--- src/rtl/cpu_pkg.sv ---
// ============================================================================
// Module   : cpu_pkg
// Purpose  : Opcode constants, sequencer mode/step encoding, instruction classes
// Revision : 1.0
// ============================================================================
`default_nettype none

package cpu_pkg;

  localparam logic [4:0] c_OP_LD   = 5'd0;
  localparam logic [4:0] c_OP_LDI  = 5'd1;
  localparam logic [4:0] c_OP_ST   = 5'd2;
  localparam logic [4:0] c_OP_ADD  = 5'd3;
  localparam logic [4:0] c_OP_SUB  = 5'd4;
  localparam logic [4:0] c_OP_AND  = 5'd5;
  localparam logic [4:0] c_OP_OR   = 5'd6;
  localparam logic [4:0] c_OP_ROR  = 5'd7;
  localparam logic [4:0] c_OP_ROL  = 5'd8;
  localparam logic [4:0] c_OP_SHR  = 5'd9;
  localparam logic [4:0] c_OP_SHL  = 5'd10;
  localparam logic [4:0] c_OP_ADDI = 5'd11;
  localparam logic [4:0] c_OP_ANDI = 5'd12;
  localparam logic [4:0] c_OP_ORI  = 5'd13;
  localparam logic [4:0] c_OP_MUL  = 5'd14;
  localparam logic [4:0] c_OP_DIV  = 5'd15;
  localparam logic [4:0] c_OP_NEG  = 5'd16;
  localparam logic [4:0] c_OP_NOT  = 5'd17;
  localparam logic [4:0] c_OP_BR   = 5'd18;
  localparam logic [4:0] c_OP_JR   = 5'd19;
  localparam logic [4:0] c_OP_IN   = 5'd20;
  localparam logic [4:0] c_OP_OUT  = 5'd21;
  localparam logic [4:0] c_OP_MFHI = 5'd22;
  localparam logic [4:0] c_OP_MFLO = 5'd23;
  localparam logic [4:0] c_OP_NOP  = 5'd24;
  localparam logic [4:0] c_OP_HALT = 5'd25;

  // State = mode plus a 3-bit step; step is meaningful only in MODE_RUN (T0..T7).
  typedef enum logic [1:0] {
    MODE_RESET = 2'd0,
    MODE_RUN   = 2'd1,
    MODE_HALT  = 2'd2
  } mode_e;

  localparam logic [2:0] c_T0 = 3'd0;
  localparam logic [2:0] c_T1 = 3'd1;
  localparam logic [2:0] c_T2 = 3'd2;
  localparam logic [2:0] c_T3 = 3'd3;
  localparam logic [2:0] c_T4 = 3'd4;
  localparam logic [2:0] c_T5 = 3'd5;
  localparam logic [2:0] c_T6 = 3'd6;
  localparam logic [2:0] c_T7 = 3'd7;

  typedef enum logic [3:0] {
    CLS_NOP    = 4'd0,
    CLS_ALU_R  = 4'd1,
    CLS_ALU_I  = 4'd2,
    CLS_LDI    = 4'd3,
    CLS_MULDIV = 4'd4,
    CLS_NEGNOT = 4'd5,
    CLS_LD     = 4'd6,
    CLS_ST     = 4'd7,
    CLS_BR     = 4'd8,
    CLS_JR     = 4'd9,
    CLS_IN     = 4'd10,
    CLS_OUT    = 4'd11,
    CLS_MFHI   = 4'd12,
    CLS_MFLO   = 4'd13,
    CLS_HALT   = 4'd14
  } op_class_e;

  typedef struct packed {
    logic pc_out, zhigh_out, zlow_out, hi_out, lo_out, mdr_out, inport_out, c_out, ba_out;
    logic pc_en, ir_en, mar_en, mdr_en, y_en, z_en, hi_en, lo_en, outport_en;
    logic read, write, inc_pc, con_in, gra, grb, grc, rin, rout;
  } ctrl_t;

endpackage

`default_nettype wire

--- src/rtl/op_class_decode.sv ---
// ============================================================================
// Module   : op_class_decode
// Purpose  : Maps a 5-bit opcode to the instruction class driving the sequencer
// Revision : 1.0
// ============================================================================
`default_nettype none

module op_class_decode
  import cpu_pkg::*;
(
  input  logic [4:0] opcode_i,
  output op_class_e  class_o
);

  // Unlisted opcodes decode as nop so they retire after fetch.
  always_comb begin
    class_o = CLS_NOP;
    case (opcode_i)
      c_OP_ADD, c_OP_SUB, c_OP_AND, c_OP_OR,
      c_OP_SHL, c_OP_SHR, c_OP_ROR, c_OP_ROL:  class_o = CLS_ALU_R;
      c_OP_ADDI, c_OP_ANDI, c_OP_ORI:          class_o = CLS_ALU_I;
      c_OP_LDI:                                class_o = CLS_LDI;
      c_OP_MUL, c_OP_DIV:                      class_o = CLS_MULDIV;
      c_OP_NEG, c_OP_NOT:                      class_o = CLS_NEGNOT;
      c_OP_LD:                                 class_o = CLS_LD;
      c_OP_ST:                                 class_o = CLS_ST;
      c_OP_BR:                                 class_o = CLS_BR;
      c_OP_JR:                                 class_o = CLS_JR;
      c_OP_IN:                                 class_o = CLS_IN;
      c_OP_OUT:                                class_o = CLS_OUT;
      c_OP_MFHI:                               class_o = CLS_MFHI;
      c_OP_MFLO:                               class_o = CLS_MFLO;
      c_OP_HALT:                               class_o = CLS_HALT;
      default:                                 class_o = CLS_NOP;
    endcase
  end

endmodule

`default_nettype wire

--- src/rtl/control_unit.sv ---
// ============================================================================
// Module   : control_unit
// Purpose  : Multi-cycle CPU sequencer (RESET, T0..T7, HALT) with decoded controls
// Revision : 1.0
// ============================================================================
`default_nettype none

module control_unit
  import cpu_pkg::*;
(
  input  logic        clk,
  input  logic        clr,
  input  logic        stop,
  input  logic [31:0] IR,
  input  logic        CON,
  output logic        run,
  output logic        PCout, ZHighout, ZLowout, HIout, LOout, MDRout, InPortout, Cout, BAout,
  output logic        PC_enable, IR_enable, MAR_enable, MDR_enable, Y_enable, Z_enable,
  output logic        HI_enable, LO_enable, OutPort_enable,
  output logic        Read, Write, IncPC, CONin, Gra, Grb, Grc, Rin, Rout
);

  mode_e     mode_q, mode_d;
  logic [2:0] step_q, step_d;
  op_class_e w_cls;
  ctrl_t     w_ctrl;
  logic      w_last;
  logic      w_unused_ir;

  assign w_unused_ir = ^IR[26:0];

  op_class_decode u_decode (
    .opcode_i (IR[31:27]),
    .class_o  (w_cls)
  );

  always_ff @(posedge clk) begin
    if (clr) begin
      mode_q <= MODE_RESET;
      step_q <= c_T0;
    end else begin
      mode_q <= mode_d;
      step_q <= step_d;
    end
  end

  always_comb begin
    mode_d = mode_q;
    step_d = step_q;
    w_ctrl = '0;
    w_last = 1'b0;
    case (mode_q)
      MODE_RESET: begin
        mode_d = MODE_RUN;
        step_d = c_T0;
      end
      MODE_RUN: begin
        case (step_q)
          c_T0: begin
            w_ctrl.pc_out = 1'b1; w_ctrl.mar_en = 1'b1; w_ctrl.inc_pc = 1'b1; w_ctrl.z_en = 1'b1;
          end
          c_T1: begin
            w_ctrl.zlow_out = 1'b1; w_ctrl.pc_en = 1'b1; w_ctrl.read = 1'b1; w_ctrl.mdr_en = 1'b1;
          end
          c_T2: begin
            w_ctrl.mdr_out = 1'b1; w_ctrl.ir_en = 1'b1;
            w_last = (w_cls == CLS_NOP);
          end
          c_T3: begin
            case (w_cls)
              CLS_ALU_R, CLS_ALU_I: begin w_ctrl.grb = 1'b1; w_ctrl.rout = 1'b1; w_ctrl.y_en = 1'b1; end
              CLS_LDI, CLS_LD, CLS_ST: begin w_ctrl.grb = 1'b1; w_ctrl.ba_out = 1'b1; w_ctrl.y_en = 1'b1; end
              CLS_MULDIV: begin w_ctrl.gra = 1'b1; w_ctrl.rout = 1'b1; w_ctrl.y_en = 1'b1; end
              CLS_NEGNOT: begin w_ctrl.grb = 1'b1; w_ctrl.rout = 1'b1; w_ctrl.z_en = 1'b1; end
              CLS_BR:     begin w_ctrl.gra = 1'b1; w_ctrl.rout = 1'b1; w_ctrl.con_in = 1'b1; end
              CLS_JR:   begin w_ctrl.gra = 1'b1; w_ctrl.rout = 1'b1; w_ctrl.pc_en = 1'b1; w_last = 1'b1; end
              CLS_IN:   begin w_ctrl.inport_out = 1'b1; w_ctrl.gra = 1'b1; w_ctrl.rin = 1'b1; w_last = 1'b1; end
              CLS_OUT:  begin w_ctrl.gra = 1'b1; w_ctrl.rout = 1'b1; w_ctrl.outport_en = 1'b1; w_last = 1'b1; end
              CLS_MFHI: begin w_ctrl.hi_out = 1'b1; w_ctrl.gra = 1'b1; w_ctrl.rin = 1'b1; w_last = 1'b1; end
              CLS_MFLO: begin w_ctrl.lo_out = 1'b1; w_ctrl.gra = 1'b1; w_ctrl.rin = 1'b1; w_last = 1'b1; end
              default:  w_last = 1'b1;
            endcase
          end
          c_T4: begin
            case (w_cls)
              CLS_ALU_R: begin w_ctrl.grc = 1'b1; w_ctrl.rout = 1'b1; w_ctrl.z_en = 1'b1; end
              CLS_ALU_I, CLS_LDI, CLS_LD, CLS_ST: begin w_ctrl.c_out = 1'b1; w_ctrl.z_en = 1'b1; end
              CLS_MULDIV: begin w_ctrl.grb = 1'b1; w_ctrl.rout = 1'b1; w_ctrl.z_en = 1'b1; end
              CLS_NEGNOT: begin w_ctrl.zlow_out = 1'b1; w_ctrl.gra = 1'b1; w_ctrl.rin = 1'b1; w_last = 1'b1; end
              CLS_BR:     begin w_ctrl.pc_out = 1'b1; w_ctrl.y_en = 1'b1; end
              default:    w_last = 1'b1;
            endcase
          end
          c_T5: begin
            case (w_cls)
              CLS_ALU_R, CLS_ALU_I, CLS_LDI: begin
                w_ctrl.zlow_out = 1'b1; w_ctrl.gra = 1'b1; w_ctrl.rin = 1'b1; w_last = 1'b1;
              end
              CLS_MULDIV:    begin w_ctrl.zlow_out = 1'b1; w_ctrl.lo_en = 1'b1; end
              CLS_LD, CLS_ST: begin w_ctrl.zlow_out = 1'b1; w_ctrl.mar_en = 1'b1; end
              CLS_BR:        begin w_ctrl.c_out = 1'b1; w_ctrl.z_en = 1'b1; end
              default:       w_last = 1'b1;
            endcase
          end
          c_T6: begin
            case (w_cls)
              CLS_MULDIV: begin w_ctrl.zhigh_out = 1'b1; w_ctrl.hi_en = 1'b1; w_last = 1'b1; end
              CLS_LD:     begin w_ctrl.read = 1'b1; w_ctrl.mdr_en = 1'b1; end
              CLS_ST:     begin w_ctrl.gra = 1'b1; w_ctrl.rout = 1'b1; w_ctrl.mdr_en = 1'b1; end
              // Branch not taken: the step still elapses, with every control low.
              CLS_BR: begin
                w_ctrl.zlow_out = CON; w_ctrl.pc_en = CON; w_last = 1'b1;
              end
              default: w_last = 1'b1;
            endcase
          end
          default: begin
            case (w_cls)
              CLS_LD:  begin w_ctrl.mdr_out = 1'b1; w_ctrl.gra = 1'b1; w_ctrl.rin = 1'b1; end
              CLS_ST:  w_ctrl.write = 1'b1;
              default: ;
            endcase
            w_last = 1'b1;
          end
        endcase

        if (step_q == c_T2 && w_cls == CLS_HALT) begin
          mode_d = MODE_HALT;
          step_d = c_T0;
        end else if (w_last) begin
          step_d = c_T0;
          if (stop) mode_d = MODE_HALT;
        end else begin
          step_d = step_q + 3'd1;
        end
      end
      MODE_HALT: ;
      default: begin
        mode_d = MODE_RESET;
        step_d = c_T0;
      end
    endcase
  end

  assign run            = (mode_q == MODE_RUN);
  assign PCout          = w_ctrl.pc_out;
  assign ZHighout       = w_ctrl.zhigh_out;
  assign ZLowout        = w_ctrl.zlow_out;
  assign HIout          = w_ctrl.hi_out;
  assign LOout          = w_ctrl.lo_out;
  assign MDRout         = w_ctrl.mdr_out;
  assign InPortout      = w_ctrl.inport_out;
  assign Cout           = w_ctrl.c_out;
  assign BAout          = w_ctrl.ba_out;
  assign PC_enable      = w_ctrl.pc_en;
  assign IR_enable      = w_ctrl.ir_en;
  assign MAR_enable     = w_ctrl.mar_en;
  assign MDR_enable     = w_ctrl.mdr_en;
  assign Y_enable       = w_ctrl.y_en;
  assign Z_enable       = w_ctrl.z_en;
  assign HI_enable      = w_ctrl.hi_en;
  assign LO_enable      = w_ctrl.lo_en;
  assign OutPort_enable = w_ctrl.outport_en;
  assign Read           = w_ctrl.read;
  assign Write          = w_ctrl.write;
  assign IncPC          = w_ctrl.inc_pc;
  assign CONin          = w_ctrl.con_in;
  assign Gra            = w_ctrl.gra;
  assign Grb            = w_ctrl.grb;
  assign Grc            = w_ctrl.grc;
  assign Rin            = w_ctrl.rin;
  assign Rout           = w_ctrl.rout;

endmodule

`default_nettype wire

--- config.mk ---
export PLATFORM = sky130hd
export DESIGN_NAME = control_unit
export DESIGN_NICKNAME = d
export VERILOG_FILES = /design/src/rtl/cpu_pkg.sv /design/src/rtl/op_class_decode.sv /design/src/rtl/control_unit.sv
export SDC_FILE = /design/constraint.sdc
export NUM_CORES = 1
export LEC_CHECK = 0
export ABC_AREA = 1
export BUFFER_PORTS_ARGS = -buffer_cell sky130_fd_sc_hd__buf_2
export CORE_ASPECT_RATIO = 1.1
export CORE_MARGIN = 2
export CORE_UTILIZATION = 40
export DETAILED_ROUTE_END_ITERATION = 8
export PLACE_DENSITY = 0.83
export SLEW_MARGIN = 30
export SYNTH_ARGS = -nofsm -noshare
export SYNTH_HDL_FRONTEND = slang
export SYNTH_SLANG_ARGS = --single-unit
--- constraint.sdc ---
create_clock -name clk -period 1.91 [get_ports clk]
set_input_delay 0.0955 -clock clk [delete_from_list [all_inputs] [get_ports clk]]
set_output_delay 0.0955 -clock clk [all_outputs]
set_load 0.1 [all_outputs]
==> run summary, run 1 <==
The flow did not finish. It got as far as clock tree synthesis and failed there. The tool reported: "[ERROR DPL-0033] detailed placement checks failed during check placement". Sorting the synthesized cells by area gives the leading types as nand2_1 (13%), nor2_1 (10%), inv_1 (8.6%), dfxtp_1 (8.2%), ha_1 (8.2%). The area after detailed placement is 2479 um2. The count of buffers added by post-CTS timing repair for setup came out at 22. The share of the Yosys chip area taken by registers is 0.08172.

The warning count from the yosys run came out at 0. The biggest area consumer among synthesized cells is nand2_1. The cell count after synthesis came out at 218. Counting every net in the synthesized netlist gives 262.

The number of enable flip-flop cells after synthesis came out at 0. The proportion of register bits with asynchronous set or reset after synthesis is 0. The number of instances in the placed design is 336. The distinct cell type count after synthesis came out at 33. The H-tree depth reported by CTS came out at 1. The count of pins on the block boundary is 64.

The starting density of the core came out at 0.4089. The cell area after synthesis came out at 1225 um2. The number of standard-cell rows in the floorplan is 21. After synthesis, the mean cell area works out to 5.619 um2.

The synthesis-stage register bit count is 5. In this run the clock root is driven by a clkbuf_4. The total number of clock tree sinks came out at 5.

The number of hold-repair buffers added at the cts stage came out at 0. The portion of synthesized cell area occupied by the leading cell type is 0.1318. Among all flip-flop cells after synthesis, the most frequent one is dfxtp_1. Measured along the y axis, the die boundary spans 62.04 um. The routability congestion estimate from global placement is 1.116.

In this run the deepest clock path goes through 2 buffers. The total half-perimeter wirelength after legalization and detailed placement is 4509 um. Yosys instantiated no cell more often than nand2_1. The width of the chip is 56.76 um. In the synthesized netlist, the cells that appear most often are nand2_1 (43), nor2_1 (33), inv_1 (28). The post-cts resize count came out at 85. The count of input and output buffers is 36. The total clock buffers created by CTS came out at 3.
## kinds of logic after synthesis
group / Yosys count / share of synthesized area
simple gates: 136 / 0.5577
compound gates: 35 / 0.1706
fa+ha+maj: 8 / 0.08172
buf+inv: 34 / 0.1083
flops: 5 / 0.08172
## through the flow
stage	setup WS (ns)	util
after floorplan	-0.6018	-
after global placement	-0.08165	0.8275
after detailed placement	-0.2851	0.8275
==> run 2: changes to the inputs <==
--- a/config.mk
+++ b/config.mk
@@ -7,11 +7,10 @@
 export LEC_CHECK = 0
 export ABC_AREA = 1
 export BUFFER_PORTS_ARGS = -buffer_cell sky130_fd_sc_hd__buf_2
-export CORE_ASPECT_RATIO = 1.1
 export CORE_MARGIN = 2
-export CORE_UTILIZATION = 40
+export CORE_UTILIZATION = 25
 export DETAILED_ROUTE_END_ITERATION = 8
-export PLACE_DENSITY = 0.83
+export PLACE_DENSITY_LB_ADDON = 0.15
 export SLEW_MARGIN = 30
 export SYNTH_ARGS = -nofsm -noshare
 export SYNTH_HDL_FRONTEND = slang
==> constraint.sdc (replaced) <==
create_clock -name clk -period 2.5 [get_ports clk]
set_input_delay 0.125 -clock clk [delete_from_list [all_inputs] [get_ports clk]]
set_output_delay 0.125 -clock clk [all_outputs]
set_load 0.1 [all_outputs]
==> run summary, run 2 <==
In the final routed layout, each cell accounts on average for 11.92 um. The proportion of layout cells with a drive suffix above 1 came out at 0.3908. By area the synthesized netlist is led by nand2_1 (13%), nor2_1 (10%), inv_1 (8.6%), dfxtp_1 (8.2%), ha_1 (8.2%). Together, buffers and inverters on the worst path number 4. The average instance area after synthesis came out at 5.619 um2 (unchanged).

The warning count from the yosys run came out at 0 (unchanged). The tool flagged a number of max-cap violations equal to 0. The total number of clock tree sinks is 5 (unchanged). The number of nets produced by synthesis is 262 (unchanged). The type of the tightest min-delay check is input port to flip-flop. step_q holds more flip-flops than any other register.

VDD sags by at most 0.0004236 V. After detailed routing, the total wire length is 3909 um. nand2_1 takes more of the synthesized area than any other cell. The number of hold-repair buffers added at the cts stage is 0 (unchanged). Data on the critical path arrives at its endpoint at 2.14 ns.

The slowest stage of the critical path belongs to the cell o32ai_2. The static leakage is 0.0008794 uW. On the critical path the largest part of the delay comes from simple AND/OR/NAND/NOR gates.

The number of cells produced by synthesis is 218 (unchanged). The commonest non-fill, non-tap cell in the layout is nand2_1. Across every metal layer, demand over resource in global routing totals 0.1501. The most used flip-flop cell after synthesis is dfxtp_1. The number of enable flip-flop cells after synthesis came out at 0 (unchanged). The overflow left after global routing is 0.

The number of flip-flops in the largest register is 3. The proportion of synthesized chip area in sequential cells is 0.08172 (unchanged). The portion of the clock cycle consumed by the worst path in the final layout is 0.9059. The die covers 5475 um2.

The ratio of total power to cell area is 511.6 nW/um2. TritonCTS built the clock tree. Setup repair after global routing left no endpoint under its margin.

The count of buffers added by post-CTS timing repair for setup is 0 (-100%). The worst path meets setup with 0.2353 ns of slack. The proportion of register bits with asynchronous set or reset after synthesis is 0 (unchanged).

Walking the worst path, the cells encountered are buf_2 -> inv_1 -> ha_1 -> nand2_2 -> nand2_2 -> nor2_4 -> nand3_1 -> nor2_1 -> inv_1 -> o32ai_2 -> buf_12. The count of TritonRoute iterations in the first routing pass is 5. The final routed DRC violation total came out at 0. The antenna violation net count after detailed routing came out at 0.

The count of pins on the block boundary is 64 (unchanged). The number of hold violations in the final report is 0. The overall via count from detail_route came out at 1514. The maximum buffer depth of the clock tree was 2 (unchanged).

The die height came out at 74.00 um (+19%). The number of global-route vias before repair is 1432. The relative area change from synthesis to final layout is 63.33%.

The number of instances in the placed design is 324 (-3.6%). The starting density of the core is 0.2593 (-0.1496). The maximum fanout along the worst path came out at 6. The required time reported for the critical path endpoint is 2.38 ns. The cell area after synthesis came out at 1225 um2 (unchanged). The portion of synthesized cell area occupied by the leading cell type came to 0.1318 (unchanged).

The floorplan core area came out at 4723 um2. The first global-routing pass estimated 6541 um of wire. The distinct cell type count after synthesis is 33 (unchanged).

At the pin with the least slew margin, the transition time is 0.4952 ns. At the end of the flow the core is filled with cells to 0.4236. By startpoint and endpoint, the worst setup path is classified as input port to primary output. The worst setup path is captured at a primary output. The synthesis-stage register bit count came out at 5 (unchanged). The total half-perimeter wirelength after legalization and detailed placement was 3282 um (-27%). The top cell types in the final layout, fill and taps aside, are nand2_1 (43), inv_1 (28), nor2_1 (24). The post-route non-filler standard cell count came out at 328.

The H-tree depth reported by CTS is 1 (unchanged). The insertion delay of the later-clocked pin in the worst-skew pair is 0.22 ns. The worst pin sits at a relative slew slack of 0.6668.

The largest net degree at the start of global routing is 14. The average vias per placed instance came out at 4.616. Setup violations remaining at the end of the flow were counted as 0. The number of inserted diodes came out at 0. After clock tree synthesis, the clock-pin slew on the worst setup and hold paths is 0.03 ns. The total clock buffers created by CTS is 3 (unchanged).

The maximum cell stage delay along the critical path came out at 0.36 ns. The number of standard-cell rows in the floorplan is 25 (+19%). Sorting the synthesized cells by how often they occur yields nand2_1 (43), nor2_1 (33), inv_1 (28). The post-route setup TNS came out at 0 ns. The most used standard cell by instance count after synthesis is nand2_1. The number of antenna violations at the first check in global routing came to 0. The clock skew is 0.002037 ns. The max-slew violation count came out at 0. In the final design database the tool counted 306 nets.

Timing would allow up to 0.4416 GHz. The setup slack after placement is 0.2419 ns (+0.5270 ns). The width of the chip came out at 74.00 um (+30%). The count of input and output buffers came out at 36 (unchanged). The worst setup path is launched from an input port. The flow ran to the end, and the final reports show no timing, DRC or antenna violations. The largest registers in the layout are step_q (3), mode_q (2).

The minimum clock period after layout came out at 2.265 ns. The root buffer selected by CTS is clkbuf_8. The first routing iteration left 90 violations. The routability congestion estimate from global placement is 0.8768 (-21%).
[run 2: cell counts after synthesis]
Identical to the previous run, type by type.
[run 2: kinds of logic (layout without fill, tap and decap cells)]
group,after synthesis,count (layout),share of synthesized area
and+or+nand+nor,136,136,0.5577
AOI/OAI and AO/OA,35,35,0.1706
buffers and inverters,34,77,0.1083
adders and majority gates,8,8,0.08172
DFF,5,5,0.08172
[run 2: path summary, 6_finish.rpt]
path	slack, ns	endpoint	startpoint	depth (start not counted)
max	0.24	Y_enable	IR[28]	11
max reg2reg	0.49	mode_q[0]	step_q[1]	14
min reg2reg	0.50	mode_q[1]	mode_q[1]	2
min	0.09	step_q[1]	clr	2
[run 2: area by class of cell]
class / instances / area (um2)
Timing Repair Buffer: 42 / 480.5
Sequential cell: 5 / 101.3
Inverter: 31 / 116.4
Fill cell: 503 / 2723
Multi-Input combinational cell: 179 / 1174
Clock buffer: 4 / 45.04
Tap cell: 67 / 83.83
[run 2: through the flow]
stage	hold slack, ns	power [uW]	area, um2
floorplan	0.1941	686.4	1401
global placement	0.3170	876.8	1949
detailed placement	0.3195	875.3	1949
CTS	0.09154	1027	1994
global route	0.09665	1094	2001
finish	0.09446	1024	2001
[run 2: routing by layer]
layer,vias to the layer above,global-route usage,wire [um]
li1,805,-,-
met1,664,0.2119,1971
met2,41,0.2361,1730
met3,4,0.03523,179
met4,0,0.02626,27
met5,-,0,0
[run 2: repair_timing]
item | CTS | global route
resized for setup | 0 | 2
endpoints found under the hold margin | 0 | 0
setup endpoints to repair | 0 | 3
[run 2: power by group]
part           internal [uW]  total (uW)  switching (uW)  leakage [uW]
sequential              96.3         114            17.2     0.0000413
combinational            201         764             564      0.000815
clock                    109         146            36.6     0.0000228
total                    406        1020             617      0.000879
No activity file was read; power rests on OpenSTA's default activity.
